## config.mk

```make
export PLATFORM = sky130hd
export DESIGN_NAME = ready_sync_n
export DESIGN_NICKNAME = d
export VERILOG_FILES = /design/src/rtl/ready_sync_n.sv
export SDC_FILE = /design/constraint.sdc
export NUM_CORES = 1
export LEC_CHECK = 0
export CORE_UTILIZATION = 40
export DETAILED_ROUTE_END_ITERATION = 8
export PLACE_DENSITY = 0.58
export SLEW_MARGIN = 5
export SYNTH_ARGS = -nofsm -noshare
export SYNTH_HDL_FRONTEND = slang
export SYNTH_SLANG_ARGS = --single-unit
```

## constraint.sdc

```tcl
create_clock -name CLK -period 2.45 [get_ports CLK]
set_clock_uncertainty 0.2 [all_clocks]
set_input_delay 0.49 -clock CLK [delete_from_list [all_inputs] [get_ports CLK]]
set_output_delay 0.49 -clock CLK [all_outputs]
set_load 0.01 [all_outputs]
```

## src/rtl/ready_sync_n.sv

```systemverilog
// ready_sync_n: N-player ready synchroniser and start-number generator.
// Players latch ready requests. Once every enabled player is ready, the block
// fires a one-cycle OK pulse with a pseudo-random start number in 1..NUM_MAX.
// That number is held until the game FSM reaches a round-clearing state.
// A tick-based timeout abandons partial ready sets.
module ready_sync_n #(
  parameter int          N_PLAYERS     = 2,
  parameter int          NUM_W         = 4,
  parameter int          NUM_MAX       = 10,
  parameter int          TICK_DIV      = 5000000,
  parameter int          TIMEOUT_TICKS = 10,
  parameter logic [15:0] CLEAR_MASK    = 16'h0F40
) (
  input  logic                               CLK,
  input  logic                               RST,
  input  logic [N_PLAYERS-1:0]               READY,
  input  logic [N_PLAYERS-1:0]               ENABLE_MASK,
  input  logic [3:0]                         STATE,
  output logic [NUM_W-1:0]                   NUM,
  output logic                               OK,
  output logic [N_PLAYERS-1:0]               LED,
  output logic [$clog2(N_PLAYERS+1)-1:0]     READY_CNT,
  output logic                               TIMEOUT,
  output logic                               BUSY
);

  localparam int CNT_W   = $clog2(N_PLAYERS + 1);
  localparam int TICK_W  = $clog2(TICK_DIV);
  localparam int TO_W    = (TIMEOUT_TICKS < 1) ? 1 : $clog2(TIMEOUT_TICKS + 1);
  localparam int TO_LAST = (TIMEOUT_TICKS > 0) ? TIMEOUT_TICKS - 1 : 0;

  typedef enum logic [1:0] {S_IDLE, S_COLLECT, S_FIRE, S_HOLD} state_t;

  state_t                 state, state_next;
  logic [N_PLAYERS-1:0]   keep, keep_next;
  logic [TICK_W-1:0]      tick_cnt;
  logic [NUM_W-1:0]       roll;
  logic [TO_W-1:0]        to_cnt;
  logic [N_PLAYERS-1:0]   led_p1;
  logic [CNT_W-1:0]       ready_cnt_p1;
  logic                   clr, tick, all_rdy, timeout_hit;

  // Number of latched players.
  function automatic logic [CNT_W-1:0] popcount(input logic [N_PLAYERS-1:0] v);
    logic [CNT_W-1:0] c;
    c = '0;
    for (int i = 0; i < N_PLAYERS; i++) c = c + CNT_W'(v[i]);
    return c;
  endfunction

  // Next roll value, wrapping from NUM_MAX-1 back to 0.
  function automatic logic [NUM_W-1:0] roll_inc(input logic [NUM_W-1:0] r);
    return (r == NUM_W'(NUM_MAX - 1)) ? '0 : r + NUM_W'(1);
  endfunction

  assign clr     = CLEAR_MASK[STATE];
  assign tick    = (tick_cnt == TICK_W'(TICK_DIV - 1));
  assign all_rdy = (ENABLE_MASK != '0) && ((keep & ENABLE_MASK) == ENABLE_MASK);
  // Round clear outranks the timeout, so no TIMEOUT pulse on a clearing cycle.
  assign timeout_hit = (TIMEOUT_TICKS != 0) && (state == S_COLLECT) && tick &&
                       (to_cnt == TO_W'(TO_LAST)) && !clr;

  assign BUSY      = (state == S_FIRE) || (state == S_HOLD);
  assign LED       = led_p1;
  assign READY_CNT = ready_cnt_p1;

  // Next-state and next ready set: clear beats timeout beats fire beats set.
  always_comb begin
    state_next = state;
    keep_next  = keep & ENABLE_MASK;
    if (state == S_IDLE || state == S_COLLECT) keep_next = keep_next | (READY & ENABLE_MASK);
    case (state)
      S_IDLE:    if (keep != '0) state_next = S_COLLECT;
      S_COLLECT: if (all_rdy) state_next = S_FIRE;
      S_FIRE:    state_next = S_HOLD;
      S_HOLD:    state_next = S_HOLD;
      default:   state_next = S_IDLE;
    endcase
    if (clr) begin
      keep_next  = '0;
      state_next = (state == S_FIRE) ? S_HOLD : S_IDLE;
    end else if (timeout_hit) begin
      keep_next  = '0;
      state_next = S_IDLE;
    end
  end

  // State register and latched ready set.
  always_ff @(posedge CLK) begin
    if (RST) begin
      state <= S_IDLE;
      keep  <= '0;
    end else begin
      state <= state_next;
      keep  <= keep_next;
    end
  end

  // Free-running tick divider and the roll it advances (frozen while busy).
  always_ff @(posedge CLK) begin
    if (RST) begin
      tick_cnt <= '0;
      roll     <= '0;
    end else begin
      tick_cnt <= tick ? '0 : tick_cnt + TICK_W'(1);
      if (tick && state != S_FIRE && state != S_HOLD) roll <= roll_inc(roll);
    end
  end

  // Ticks spent in COLLECT; restarts whenever the FSM is elsewhere.
  always_ff @(posedge CLK) begin
    if (RST)                    to_cnt <= '0;
    else if (state != S_COLLECT) to_cnt <= '0;
    else if (tick)              to_cnt <= to_cnt + TO_W'(1);
  end

  // Start number, start pulse and timeout pulse.
  always_ff @(posedge CLK) begin
    if (RST) begin
      NUM     <= '0;
      OK      <= 1'b0;
      TIMEOUT <= 1'b0;
    end else begin
      OK      <= (state_next == S_FIRE);
      TIMEOUT <= timeout_hit;
      if (state_next == S_FIRE)                         NUM <= roll + NUM_W'(1);
      else if (state == S_HOLD && state_next == S_IDLE) NUM <= '0;
    end
  end

  // Indicator stage: LED and count trail the latched set by one cycle.
  always_ff @(posedge CLK) begin
    if (RST) begin
      led_p1       <= '0;
      ready_cnt_p1 <= '0;
    end else begin
      led_p1       <= keep;
      ready_cnt_p1 <= popcount(keep);
    end
  end

endmodule

```

==> metrics.txt, run 1 <==
syn avg cell area 9.13 µm²; hold-critical path endpoint tick_cnt[0]; Die H 72.9 µm; buffer and inverter count on the worst path 1; final worst-path cycle share 0.871; post-DR wirelength/cell 11.2 µm; area grow syn2layout 19.4%; switching portion of total power 0.221; CORE AREA 0.00479 mm²; vias in the first global route 1356; routability cong. 0.764; 1st-pass router iterations 4; cells on worst reg2reg path 5; number of setup buffers added after CTS 0; Final WS setup 0.315 ns; sequential area share after synthesis 0.448; critical path's top delay family buffers and inverters; Clk pin slew, worst setup/hold paths 0.08 ns; total grt overflow 0; clock power share 0.367; IO buf count 20; number of diodes 0; CP endpoint kind output pin; max-slew violation count 0; starting density of the core 0.420; stages on the worst setup path 1; die area 0.00531 mm²; Slew @ Worst Pin 0.468 ns; Setup WS pre-CTS 0.164 ns; Vias per Instance 4.73; Vias 1482; Core Util, Final 0.501; Die X-Extent 72.9 µm; CP max-delay cell clkdlybuf4s50_1; Syn. warnings 0; worst skew pair latency 0.29 ns; Gate power share 0.052; fraction of registers with async set/reset 0; Internal 1.00 mW; Synth cell types 37; Final Hold Viols 0; crit-path max cell delay 0.61 ns; status completed; hpwl dp 2470 µm; fraction of layout cells with a size suffix above 1 0.0976; Tmin final 2.14 ns; max-cap violations 0; crit path cell chain clkdlybuf4s50_1; Hold Crit Class flop to flop; Design Power 1.29 mW; part of the power in registers 0.581; setup slack, reg-to-reg 0.33 ns; Root Driver clkbuf_8; post-placement cell area 0.00230 mm²; initial antenna violation count 0; Startpoint Class flop; DRC Markers 0; CTS tree yes; first-pass GRT wire length 5900 µm; Psw 0.284 mW; Final nets 262; RSZ-0062 raised after global routing no; GRT Util Overall 0.146; CP required 1.76 ns; Resized cells post-CTS 0; endpoints failing setup 0; H-tree depth 2; top_reg_cell synth dfxtp_1; final wirelength 3510 µm; static leakage 0.859 nW; critical path class flop to output pin; Max VDD drop 0.289 mV; Mapped Cells 220; TritonCTS Buffers 5; Finished Cell Area 0.00240 mm²; Hold Crit Start tick_cnt[0]; R2R Path Start tick_cnt[16]; crit path DAT 1.45 ns; largest net degree at the start of global routing 24; Pwr per Cell Area 537 mW/mm²; Row Count 25; max_slew headroom 0.687; Syn Nets 237; number of I/O pins 21; Post-DRT Antenna Nets 0; Synth Register Bits 45; Iter 0 DRT Violations 35; Post-synth EDFFs 0; setup TNS 0 ns; Max FO, Critical Path 10; hold buffer count at CTS 0; CTS sink cnt 45; clock buffer depth 2; # fillers 481; capturing point of the worst reg2reg path NUM[1]; fmax 468 MHz; Hold Path Cell Cnt 1; Synth Cell Area 0.00201 mm²
kinds of logic after synthesis:
kind of cell / Yosys count / synth area share
fa+ha+maj: 7 / 0.0436
flops: 45 / 0.448
xor+xnor: 26 / 0.113
simple gates: 107 / 0.283
buf+inv: 16 / 0.0311
compound gates: 14 / 0.0548
mux: 5 / 0.0255
area by class of cell:
class,count,area (µm²),share of cell area
Clock buffer,6,82.6,0.0344
Timing Repair Buffer,25,238,0.0991
Tap cell,67,83.8,0.0350
Multi-Input combinational cell,159,1050,0.436
Clock inverter,2,13.8,0.00574
Sequential cell,45,901,0.376
Inverter,9,33.8,0.0141
state kept, by name, summed over array words and instances, names as in the netlist:
signal and flops:
LED 2, NUM 4, OK 1, READY_CNT 2, TIMEOUT 1, keep 2
roll 4, state 2, tick_cnt 23, to_cnt 4
power groups by stage:
stage | Clock [mW] | Combinational, mW | Sequential (mW)
floorplan | 0 | 0.0384 | 0.764
global placement | 0 | 0.0676 | 0.765
detailed placement | 0 | 0.0677 | 0.765
CTS | 0.495 | 0.0681 | 0.748
global route | 0.520 | 0.0748 | 0.749
finish | 0.473 | 0.0665 | 0.748
metrics by stage:
stage               hold WS (ns)  cells
global route               0.283    313
detailed placement         0.252    305
global placement           0.247    305
CTS                        0.276    313
finish                     0.269    313
floorplan                  0.230    220
worst max-delay path by stage:
| stage | startpoint | to | slack (ns) |
|---|---|---|---|
| finish | state[1] | BUSY | 0.31 |
| global route | tick_cnt[16] | tick_cnt[14] | 0.15 |
| CTS | state[1] | BUSY | 0.30 |
| detailed placement | STATE[1] | state[0] | 0.16 |
| global placement | ENABLE_MASK[0] | state[0] | 0.19 |
| floorplan | tick_cnt[16] | state[0] | 0.54 |
cell usage after synthesis, types with 3 or more instances:
library cell / instances / area, µm²
nor2b_1: 5 / 31.3
a21oi_1: 3 / 15.0
nand2_1: 13 / 48.8
xor2_1: 16 / 140
ha_1: 7 / 87.6
dfxtp_1: 45 / 901
xnor2_1: 10 / 87.6
clkbuf_1: 5 / 18.8
o2bb2ai_1: 4 / 35.0
nor3_1: 6 / 30.0
mux2i_1: 4 / 40.0
nand3_1: 9 / 45.0
nand4_1: 9 / 56.3
and4_1: 3 / 26.3
inv_1: 9 / 33.8
nor2_1: 43 / 161
cell usage in the layout (no fill, tap or decap), drive strengths merged, types with 5 or more instances in the layout:
cell           instances
xnor2                 10
inv                    9
nor2b                  5
nor3                   7
nand3                 10
clkbuf                 6
xor2                  16
buf                    5
nor2                  43
nand2                 13
dfxtp                 45
nand4                  9
clkdlybuf4s50         20
ha                     7
worst reg2reg max path, stage by stage (launching register included):
cell,delay (ns)
dfxtp_1,0.35
nor4b_2,0.30
nand4_1,0.27
or4_4,0.60
a21oi_4,0.19
o2bb2ai_1,0.13
metal layers:
metal	vias to the layer above	GRT usage	part of all wire	wire, µm
met5	-	0	0	0
met4	0	0.0654	0.016	55
met3	5	0.0401	0.041	143
met2	27	0.240	0.45	1590
met1	654	0.178	0.49	1720
li1	796	-	-	-
No activity file was read; power rests on OpenSTA's default activity.
==> inputs of run 2 (changes only) <==
Settings changed: CTS_CLUSTER_DIAMETER from default to 40, MAX_ROUTING_LAYER from default to met4.
==> run 2 against run 1 <==
Effect of this change:
- global-route usage grew 0.44 points
- critical path depth stayed put
- worst hold slack is essentially flat
- cell area stayed put
- clock-buffer cell count did not move
- combinational power is essentially flat
- via count is the same
- wire length barely moved
- flip-flop and latch count unchanged
- sequential share of layout area unchanged
- register-to-register slack about the same
- clock power is essentially flat
- critical endpoint unchanged
- highest routed layer unchanged
==> metrics.txt, run 2 (synthesis gave the netlist of run 1 again) <==
Pwr per Cell Area 537 mW/mm² (unchanged); largest net degree at the start of global routing 24 (unchanged); Post-DRT Antenna Nets 0 (unchanged); met3 WL 143 µm (unchanged); clock buffer depth 2 (unchanged); vias in the first global route 1355 (-0.074%); highest metal used met4; Die H 72.9 µm (unchanged); critical path class flop to output pin; max-cap violations 0 (unchanged); most frequent cells in the layout 45 x dfxtp_1, 43 x nor2_1, 20 x clkdlybuf4s50_1; Final Hold Viols 0 (unchanged); final wirelength 3510 µm (about the same); CORE AREA 0.00479 mm² (unchanged); routability cong. 0.774 (+1.3%); Root Driver clkbuf_8; endpoints failing setup 0 (unchanged); Iter 0 DRT Violations 43 (+23%); Row Count 25 (unchanged); post-placement cell area 0.00230 mm² (unchanged); Finished Cell Area 0.00240 mm² (unchanged); Final nets 262 (unchanged); starting density of the core 0.420 (unchanged); number of diodes 0 (unchanged); static leakage 0.859 nW (unchanged); commonest non-fill, non-tap cell in the layout dfxtp_1; CP max-delay cell clkdlybuf4s50_1; number of I/O pins 21 (unchanged); first-pass GRT wire length 5910 µm (+0.12%); CTS tree yes; Detail Route met2 WL 1590 µm (unchanged); Max VDD drop 0.289 mV (unchanged); Startpoint Class flop; Vias per Instance 4.73 (unchanged); Hold Crit Class flop to flop; crit path DAT 1.45 ns (about the same); Tmin final 2.14 ns (+0.00000700 ns); initial antenna violation count 0 (unchanged); max-slew violation count 0 (unchanged); Vias 1482 (unchanged); total grt overflow 0 (unchanged); fraction of layout cells with a size suffix above 1 0.0976 (unchanged); number of setup buffers added after CTS 0 (unchanged); # placed instances 305 (unchanged); final worst-path cycle share 0.872 (about the same); Resized cells post-CTS 0 (unchanged); post-DR wirelength/cell 11.2 µm (about the same); Die X-Extent 72.9 µm (unchanged); buffer and inverter count on the worst path 1 (unchanged); Met1 Wirelength 1720 µm (unchanged); status completed; worst skew pair latency 0.29 ns (about the same); fin cells 313 (unchanged); critical path's top delay family buffers and inverters; # fillers 481 (unchanged); CP required 1.76 ns (about the same); Core Util, Final 0.501 (unchanged); Clk pin slew, worst setup/hold paths 0.08 ns (about the same); H-tree depth 2 (unchanged); hold buffer count at CTS 0 (unchanged); TritonCTS Buffers 5 (unchanged); IO buf count 20 (unchanged); Slew @ Worst Pin 0.468 ns (unchanged); RSZ-0062 raised after global routing no; max_slew headroom 0.687 (unchanged); hpwl dp 2470 µm (unchanged); CP endpoint kind output pin; setup TNS 0 ns (unchanged); DRC Markers 0 (unchanged); fmax 468 MHz (about the same); register with the most flip-flops tick_cnt; Largest register FFs 23 (unchanged); GRT Util Overall 0.150 (+0.00436); CTS sink cnt 45 (unchanged); crit path cell chain clkdlybuf4s50_1; die area 0.00531 mm² (unchanged); crit-path max cell delay 0.61 ns (about the same); area grow syn2layout 19.4% (unchanged); 1st-pass router iterations 4 (unchanged); Max FO, Critical Path 10 (unchanged)
[run 2: cell counts in the layout (fill, tap and decap cells not counted)]
Identical to the previous run, type by type.
[run 2: power breakdown]
group | total [mW] | switching, mW | internal, mW
clock | 0.473 | 0.244 | 0.229
sequential | 0.748 | 0.00796 | 0.740
combinational | 0.0665 | 0.0317 | 0.0348
[run 2: stage by stage]
stage               hold slack, ns  setup slack [ns]  total power, mW
floorplan                    0.230             0.543            0.803
global placement             0.247             0.186            0.833
detailed placement           0.252             0.164            0.833
CTS                          0.276             0.296             1.31
global route                 0.283             0.150             1.34
finish                       0.269             0.315             1.29
[run 2: worst paths after layout]
path                 from           to  slack, ns  cells after the start
max              state[1]         BUSY       0.31                      1
min           tick_cnt[0]  tick_cnt[0]       0.27                      1
max reg2reg  tick_cnt[16]       NUM[1]       0.33                      5
min reg2reg   tick_cnt[0]  tick_cnt[0]       0.27                      1
[run 2: cell type report]
type | instances | area, µm² | share of cell area
multi-input cells | 159 | 1050 | 0.436
repair buffers | 25 | 238 | 0.0991
clock inverters | 2 | 13.8 | 0.00574
well taps | 67 | 83.8 | 0.0350
clock buffers | 6 | 82.6 | 0.0344
flip-flops and latches | 45 | 901 | 0.376
inverters | 9 | 33.8 | 0.0141
[run 2: metal layers]
metal / track usage / vias up
met1: 0.178 / 654
met5: - / -
met2: 0.240 / 27
met3: 0.0401 / 5
met4: 0.0654 / 0
li1: - / 796
